[src/rtl/logic_unit_seq_pkg.sv]
// Shared definitions for logic_unit_seq: opcode constants and FSM state encoding.
package logic_unit_seq_pkg;

  localparam logic [3:0] OpZero   = 4'b0000;
  localparam logic [3:0] OpAnd    = 4'b0001;
  localparam logic [3:0] OpOr     = 4'b0010;
  localparam logic [3:0] OpXor    = 4'b0011;
  localparam logic [3:0] OpSext16 = 4'b0100;
  localparam logic [3:0] OpSext8  = 4'b0101;
  localparam logic [3:0] OpZext16 = 4'b0110;
  localparam logic [3:0] OpZext8  = 4'b0111;
  localparam logic [3:0] OpNor    = 4'b1000;
  localparam logic [3:0] OpAndn   = 4'b1001;
  localparam logic [3:0] OpBrev   = 4'b1010;
  localparam logic [3:0] OpClz    = 4'b1011;
  localparam logic [3:0] OpPopcnt = 4'b1100;

  typedef enum logic [1:0] {
    StIdle = 2'd0,
    StRun  = 2'd1,
    StDone = 2'd2
  } state_e;

endpackage

[src/rtl/lus_chunk_step.sv]
// One chunk of an iterative count: popcount adds the chunk's ones, CLZ adds the
// chunk's leading zeros until the first one has been seen (MSB-first walk).
module lus_chunk_step #(
  parameter int unsigned STEP_BITS = 8,
  parameter int unsigned CNT_W     = 6
) (
  input  logic [STEP_BITS-1:0] chunk,
  input  logic [CNT_W-1:0]     acc,
  input  logic                 seen,
  input  logic                 mode_clz,
  output logic [CNT_W-1:0]     count,
  output logic                 one_seen
);

  logic [CNT_W-1:0] pop;
  logic [CNT_W-1:0] lz;
  logic             hit;

  // Per-chunk ones count and leading-zero count, then fold into the accumulator.
  always_comb begin
    pop = '0;
    lz  = '0;
    hit = 1'b0;
    for (int i = STEP_BITS - 1; i >= 0; i--) begin
      pop = pop + CNT_W'(chunk[i]);
      if (!hit) begin
        if (chunk[i]) hit = 1'b1;
        else          lz  = lz + CNT_W'(1);
      end
    end
    one_seen = seen | hit;
    if (mode_clz) count = seen ? acc : acc + lz;
    else          count = acc + pop;
  end

endmodule

[src/rtl/logic_unit_seq.sv]
// Sequential logic unit: single-cycle bitwise/extend/reverse ops plus optional
// iterative CLZ and popcount. Define LOGIC_UNIT_SEQ_ITER_EN to build the
// iterative engine; otherwise CLZ/popcount return 0 in one cycle.
module logic_unit_seq
  import logic_unit_seq_pkg::*;
#(
  parameter int unsigned WIDTH     = 32,
  parameter int unsigned STEP_BITS = 8
) (
  input  logic             clock,
  input  logic             reset,
  input  logic             start,
  input  logic [3:0]       opcode,
  input  logic [WIDTH-1:0] operandA,
  input  logic [WIDTH-1:0] operandB,
  output logic             busy,
  output logic             done,
  output logic [WIDTH-1:0] result
);

  state_e           state_q;
  logic             done_q;
  logic [WIDTH-1:0] result_q;
  logic [WIDTH-1:0] simple_res;

  // Single-cycle result for every opcode that does not need the iterative engine.
  always_comb begin
    simple_res = '0;
    case (opcode)
      OpAnd:    simple_res = operandA & operandB;
      OpOr:     simple_res = operandA | operandB;
      OpXor:    simple_res = operandA ^ operandB;
      OpSext16: simple_res = {{(WIDTH-16){operandA[15]}}, operandA[15:0]};
      OpSext8:  simple_res = {{(WIDTH-8){operandA[7]}}, operandA[7:0]};
      OpZext16: simple_res = {{(WIDTH-16){1'b0}}, operandA[15:0]};
      OpZext8:  simple_res = {{(WIDTH-8){1'b0}}, operandA[7:0]};
      OpNor:    simple_res = ~(operandA | operandB);
      OpAndn:   simple_res = operandA & ~operandB;
      OpBrev: begin
        for (int i = 0; i < int'(WIDTH / 8); i++) begin
          simple_res[8*i +: 8] = operandA[WIDTH-8-8*i +: 8];
        end
      end
      OpClz, OpPopcnt: simple_res = '0;
      default:  simple_res = '0;
    endcase
  end

`ifdef LOGIC_UNIT_SEQ_ITER_EN
  localparam int unsigned NumChunks = WIDTH / STEP_BITS;
  localparam int unsigned CntW      = $clog2(NumChunks + 1);
  localparam int unsigned AccW      = $clog2(WIDTH + 1);

  logic             busy_q;
  logic [CntW-1:0]  cnt_q;
  logic [AccW-1:0]  acc_q;
  logic [AccW-1:0]  acc_next;
  logic             seen_q;
  logic             seen_next;
  logic             is_clz_q;
  logic [WIDTH-1:0] shift_q;

  lus_chunk_step #(
    .STEP_BITS(STEP_BITS),
    .CNT_W    (AccW)
  ) u_chunk_step (
    .chunk   (shift_q[WIDTH-1 -: STEP_BITS]),
    .acc     (acc_q),
    .seen    (seen_q),
    .mode_clz(is_clz_q),
    .count   (acc_next),
    .one_seen(seen_next)
  );

  assign busy = busy_q;
`else
  assign busy = 1'b0;
`endif

  // Control FSM with registered busy/done/result; accumulator stays internal until DONE.
  always_ff @(posedge clock) begin
    if (reset) begin
      state_q  <= StIdle;
      done_q   <= 1'b0;
      result_q <= '0;
`ifdef LOGIC_UNIT_SEQ_ITER_EN
      busy_q   <= 1'b0;
      cnt_q    <= '0;
      acc_q    <= '0;
      seen_q   <= 1'b0;
      is_clz_q <= 1'b0;
      shift_q  <= '0;
`endif
    end else begin
      unique case (state_q)
        StIdle, StDone: begin
          if (start) begin
`ifdef LOGIC_UNIT_SEQ_ITER_EN
            if (opcode == OpClz || opcode == OpPopcnt) begin
              state_q  <= StRun;
              busy_q   <= 1'b1;
              done_q   <= 1'b0;
              cnt_q    <= CntW'(NumChunks);
              acc_q    <= '0;
              seen_q   <= 1'b0;
              is_clz_q <= (opcode == OpClz);
              shift_q  <= operandA;
            end else
`endif
            begin
              state_q  <= StDone;
              done_q   <= 1'b1;
              result_q <= simple_res;
            end
          end else begin
            state_q <= StIdle;
            done_q  <= 1'b0;
          end
        end
`ifdef LOGIC_UNIT_SEQ_ITER_EN
        // Starts are ignored here; fixed chunk count, no early exit.
        StRun: begin
          acc_q   <= acc_next;
          seen_q  <= seen_next;
          shift_q <= shift_q << STEP_BITS;
          cnt_q   <= cnt_q - CntW'(1);
          if (cnt_q == CntW'(1)) begin
            state_q  <= StDone;
            busy_q   <= 1'b0;
            done_q   <= 1'b1;
            result_q <= {{(WIDTH-AccW){1'b0}}, acc_next};
          end
        end
`endif
        default: begin
          state_q <= StIdle;
          done_q  <= 1'b0;
        end
      endcase
    end
  end

  assign done   = done_q;
  assign result = result_q;

endmodule

[config.mk]
export PLATFORM = sky130hd
export DESIGN_NAME = logic_unit_seq
export DESIGN_NICKNAME = d
export VERILOG_FILES = /design/src/rtl/logic_unit_seq_pkg.sv /design/src/rtl/lus_chunk_step.sv /design/src/rtl/logic_unit_seq.sv
export SDC_FILE = /design/constraint.sdc
export NUM_CORES = 1
export LEC_CHECK = 0
export CAP_MARGIN = 20
export CELL_PAD_IN_SITES_DETAIL_PLACEMENT = 2
export CELL_PAD_IN_SITES_GLOBAL_PLACEMENT = 2
export CORE_UTILIZATION = 39
export CTS_CLUSTER_DIAMETER = 60
export CTS_CLUSTER_SIZE = 16
export DETAILED_ROUTE_END_ITERATION = 8
export DONT_BUFFER_PORTS = 1
export PLACE_DENSITY_LB_ADDON = 0.1
export SLEW_MARGIN = 20
export SYNTH_ARGS = -nofsm -noshare
export SYNTH_HDL_FRONTEND = slang
export SYNTH_SLANG_ARGS = --single-unit
export TNS_END_PERCENT = 5
[constraint.sdc]
create_clock -name clock -period 2.8 [get_ports clock]
set_input_delay 0.42 -clock clock [delete_from_list [all_inputs] [get_ports clock]]
set_output_delay 0.42 -clock clock [all_outputs]
set_load 0.01 [all_outputs]
### After elaboration in Yosys (flattened, before gate mapping)

Cells that the tools add are included.

* bits in registers: 35
* bits of input ports: 71
* output and inout bits: 34
* logic and storage cells: 28

* eq/ne operators: 11
* mux-type cells: 3
* bitwise gates (word level): 7
* reductions and logical operators: 4

Operator list (count)
* $pmux 32 s10: 1
* $and 32x32->32: 2
* $not 32->32: 2
* $or 32x32->32: 1
* $xor 32x32->32: 1
* $eq 4x3->1 const B: 4
* $eq 4x4->1 const B: 3
* $eq 4x2->1 const B: 2
* $eq 4x1->1 const B: 1
* $reduce_or 2->1: 2
* $eq 2x2->1 const B: 1
* $logic_not 2->1: 1
* $mux 2: 1
* $reduce_and 2->1: 1
* $mux 1: 1
* $not 1->1: 1

### Logic depth before layout (Yosys ltp)

* depth after elaboration: 4
* mapped depth: 7
* depth with buffers taken out: 6

### Worst setup path before layout

No wires, ideal clock.

* kind: input -> register
* start point: input opcode[1]
* end point: register result_q[22] (netlist: result[22])
* library setup time: 0.122 ns
* data arrival time: 1.667 ns
* required time: 2.678 ns
* setup slack: 1.011 ns
* cell stages on the path: 5
* buffers on the path: 2
* cell sequence: buf_6 > or4_4 > o211a_4 > buf_6 > a221o_1

* longest elaborated chain between the ends: 2

Ends and longest elaborated chain
* from (decl): RTL line logic_unit_seq.sv:13 `input logic [3:0] opcode,`
* $eq 4x4->1 (tied with other cells): RTL line logic_unit_seq.sv:29 `case (opcode)`
* $pmux 32 s10 (*): RTL line logic_unit_seq.sv:29
* to (signal assigned): RTL line logic_unit_seq.sv:113 `result_q <= simple_res;`
* to (decl): RTL line logic_unit_seq.sv:23 `logic [WIDTH-1:0] result_q;`

Every way passes the cells marked *; elsewhere a longest branch is shown, timed or not.
A chain may end at the register's enable or synchronous reset.

### Worst setup path after layout

* start point: input opcode[0]
* end point: register result_q[17] (netlist: result[17])

The elaborated chain is that of the path after synthesis.

==> impl_metrics.yaml <==
setup_path:
  crit_path_top_delay_cell: "sky130_fd_sc_hd__or4_4"
  worst-path-max-fanout: 40
  worstRegToRegCells: 3
  criticalPathCategory: "input pin to register"
  r2r_start: "result[2]"
  timing.reg2reg.setup_slack_ns: 1.72
  path_cells: "or4_4, o211ai_2, nor2_1, a221o_1"
  critical_path_depth: 4
  data_required_critical_path_ns: 2.97
  cell_class_contributing_the_biggest_share_of_worst_path_delay: "simple AND/OR/NAND/NOR gates"
  worstSetupStartpointType: "input pin"
  r2r-end: "result[2]"
  cpPeakStageDelay_ns: 0.56
  crit_path_end_kind: "register"
  cp_num_buf_inv: 0
  setup.worst_path.start: "opcode[0]"
  cp.arrival_ns: 1.84
global_route:
  grt_start_max_net_pins: 71
  global_route.overflow_total: 0
  grtUsageTotal_pct: 27.44
  first_pass_grt_wire_length_mm: 20.87
  first_global_vias: 3829
  grt_antenna_before_repair: 1
hold_path:
  min_path_type: "input pin to register"
  hold-path-endpoint: "result[14]"
  worstHoldPathCells: 1
  hold_start: "reset"
drt:
  initialDrtViolationCount: 131
  routed_wire_length_per_instance_um: 23.65
  postRouteAntennaNets: 0
  drt_wl_total_mm: 13.53
  route.vias.total: 3593
  count_of_tritonroute_iterations_in_the_first_routing_pass: 4
  post_drt_via_cell_ratio: 6.281
  route.detailed.drc: 0
cts:
  clock_tree.root_cell: "sky130_fd_sc_hd__clkbuf_8"
  clock-sinks: 33
  cts-hold-fix-buffers: 0
  cts_tree: "yes"
  clkTransAtPathRegs_ns: 0.08
  cts-resized-gates: 0
  worst_skew_pair.late_latency_ns: 0.29
  cts-htree-levels: 2
  postCtsSetupRepairBufs: 0
  cts_buffers: 5
  clk_path_buf_depth: 2
power:
  largest_voltage_drop_on_the_vdd_net_mv: 0.1820
  power_total_mw: 1.319
  power_density_mw_per_mm2: 347.6
  total_leakage_power_nw: 1.591
yosys:
  synth_edf_count: 0
  ys_dominant_reg_cell: "sky130_fd_sc_hd__dfxtp_1"
  synth-seq-area-share_pct: 17.88
  synthesis.area_per_instance_um2: 7.666
  post_synth_instance_area_mm2: 0.003695
  synth-async-reset-ratio_pct: 0
  yosys_warnings: 0
  synthDistinctLibCells: 50
  post_synth_inst_count: 482
  syn-num-nets: 585
  ys_ff_latch: 33
layout:
  cell_count_final_fillers_out: 572
  share_of_layout_cells_above_drive_strength_1_pct: 6.725
  nets: 563
  antenna-diode-count: 0
  syn2layout_area_growth_pct: 2.709
floorplanning:
  die_height_um: 99.34
  io-pin-count: 105
  std_cell_core_area_mm2: 0.009196
  die-area_mm2: 0.009867
  initial_utilization_pct: 40.18
  row_count: 35
  fp.dieW_um: 99.34
sta:
  final_period_minus_worst_setup_slack_ns: 1.674
  fmax_mhz: 597.5
  setup_viol: 0
  clock-skew-final_ns: 0
  grt_setup_unrepaired: "no"
  maxSlewHeadroom_pct: 35.87
  final_hold_viol_count: 0
  timing_worst_slew_pin_value_ns: 0.9592
  maxSlewViolCount: 0
  fin_setup_tns_ns: 0
  share_of_the_clock_period_used_by_the_worst_path_pct: 59.77
placed_design:
  place.detailed.instances: 564
  place.gp.congestion: 0.8179
  portBuffers: 0
  detailed_place_hpwl_mm: 9.783
outcome:
  status: "finished clean"
flow_run:
  max_cap_viol_count: 0
synthesized netlist by cell type (6+ instances only):
cell	n	share of area, %
sky130_fd_sc_hd__or3b_2	6	1.4
sky130_fd_sc_hd__clkbuf_1	10	1.0
sky130_fd_sc_hd__o211ai_1	15	3.0
sky130_fd_sc_hd__ha_1	32	11
sky130_fd_sc_hd__inv_1	66	6.7
sky130_fd_sc_hd__buf_4	6	1.2
sky130_fd_sc_hd__o21ai_0	28	3.8
sky130_fd_sc_hd__nor2_1	36	3.7
sky130_fd_sc_hd__xnor2_1	14	3.3
sky130_fd_sc_hd__nand2b_1	6	1.0
sky130_fd_sc_hd__nor2b_1	27	4.6
sky130_fd_sc_hd__a22oi_1	15	3.0
sky130_fd_sc_hd__o32ai_1	6	1.4
sky130_fd_sc_hd__a221oi_1	6	1.4
sky130_fd_sc_hd__buf_2	16	2.2
sky130_fd_sc_hd__xor2_1	16	3.8
sky130_fd_sc_hd__a222oi_1	6	1.6
sky130_fd_sc_hd__mux2i_1	15	4.1
sky130_fd_sc_hd__nand2_1	26	2.6
sky130_fd_sc_hd__a311oi_1	10	2.4
sky130_fd_sc_hd__a21oi_1	7	0.95
sky130_fd_sc_hd__nand3_1	17	2.3
sky130_fd_sc_hd__a221o_1	15	4.1
sky130_fd_sc_hd__dfxtp_1	33	18
layout by cell type, fill, tap and decap left out, drive strengths merged, types with 7 or more instances in the layout:
master | Yosys | routed
nor2b | 27 | 27
o21ai | 28 | 28
a311oi | 10 | 10
clkbuf | 10 | 7
nand3 | 17 | 17
a221o | 15 | 15
buf | 26 | 7
a22oi | 15 | 15
nor2 | 36 | 36
ha | 32 | 32
xor2 | 16 | 16
inv | 67 | 67
o211ai | 16 | 16
nand2 | 26 | 26
mux2i | 15 | 15
a21oi | 7 | 7
dfxtp | 33 | 33
xnor2 | 14 | 14
or3b | 7 | 7
worst register-to-register path, delay by kind of cell (launching register included):
| kind | cells | cell delay, ns |
|---|---|---|
| AO/OA/AOI/OAI | 2 | 0.37 |
| flip-flops | 1 | 0.41 |
| AND/OR/NAND/NOR | 1 | 0.21 |
cells by family (layout without fill, tap and decap cells):
family	Yosys count	count (layout)	synth area share, %
AOI/OAI and AO/OA	128	128	26.38
xor gates and xnor gates	30	30	7.111
adders and majority gates	32	32	10.84
buffers and inverters	103	82	12.43
DFF	33	33	17.88
muxes	15	15	4.064
other	1	1	0.1015
and+or+nand+nor	140	140	21.20
where the power goes:
group          internal [mW]  leakage (nW)  switching (mW)
logic                  0.149          1.26           0.168
clock network          0.291        0.0585           0.202
registers              0.487         0.268          0.0220
registers in the layout (all words and copies together) (netlist names):
signal  cells
result     32
done        1
metrics by stage:
stage	util, %	setup slack [ns]	hold WS (ns)	cell area (µm²)
floorplan	-	1.011	0.4872	3695
global placement	40.00	0.9189	0.4959	3679
detailed placement	40.00	0.8795	0.4965	3679
CTS	41.27	1.128	0.1837	3795
global route	41.27	1.075	0.1822	3795
finish	41.27	1.126	0.1901	3795
metal layers:
metal	vias to the layer above	GRT usage [%]	part of all wire, %
li1	1669	-	-
met1	1804	33.09	43
met2	98	48.08	48
met3	22	7.800	7.3
met4	0	6.448	1.6
met5	-	0	0
worst max-delay path by stage:
stage | slack, ns | end
after floorplan | 1.01 | result[22]
after global placement | 0.92 | result[22]
after detailed placement | 0.88 | result[24]
after CTS | 1.13 | result[17]
after global routing | 1.08 | result[12]
final | 1.13 | result[17]
final cells by class:
cell class,count,area (µm²)
well taps,111,138.9
clock buffers,7,86.33
multi-input cells,346,2575
repair buffers,7,52.55
clock inverters,1,30.03
flip-flops and latches,33,660.6
inverters,67,251.5
fillers,1069,5401
Note: power is estimated with default switching activity, not from simulation.
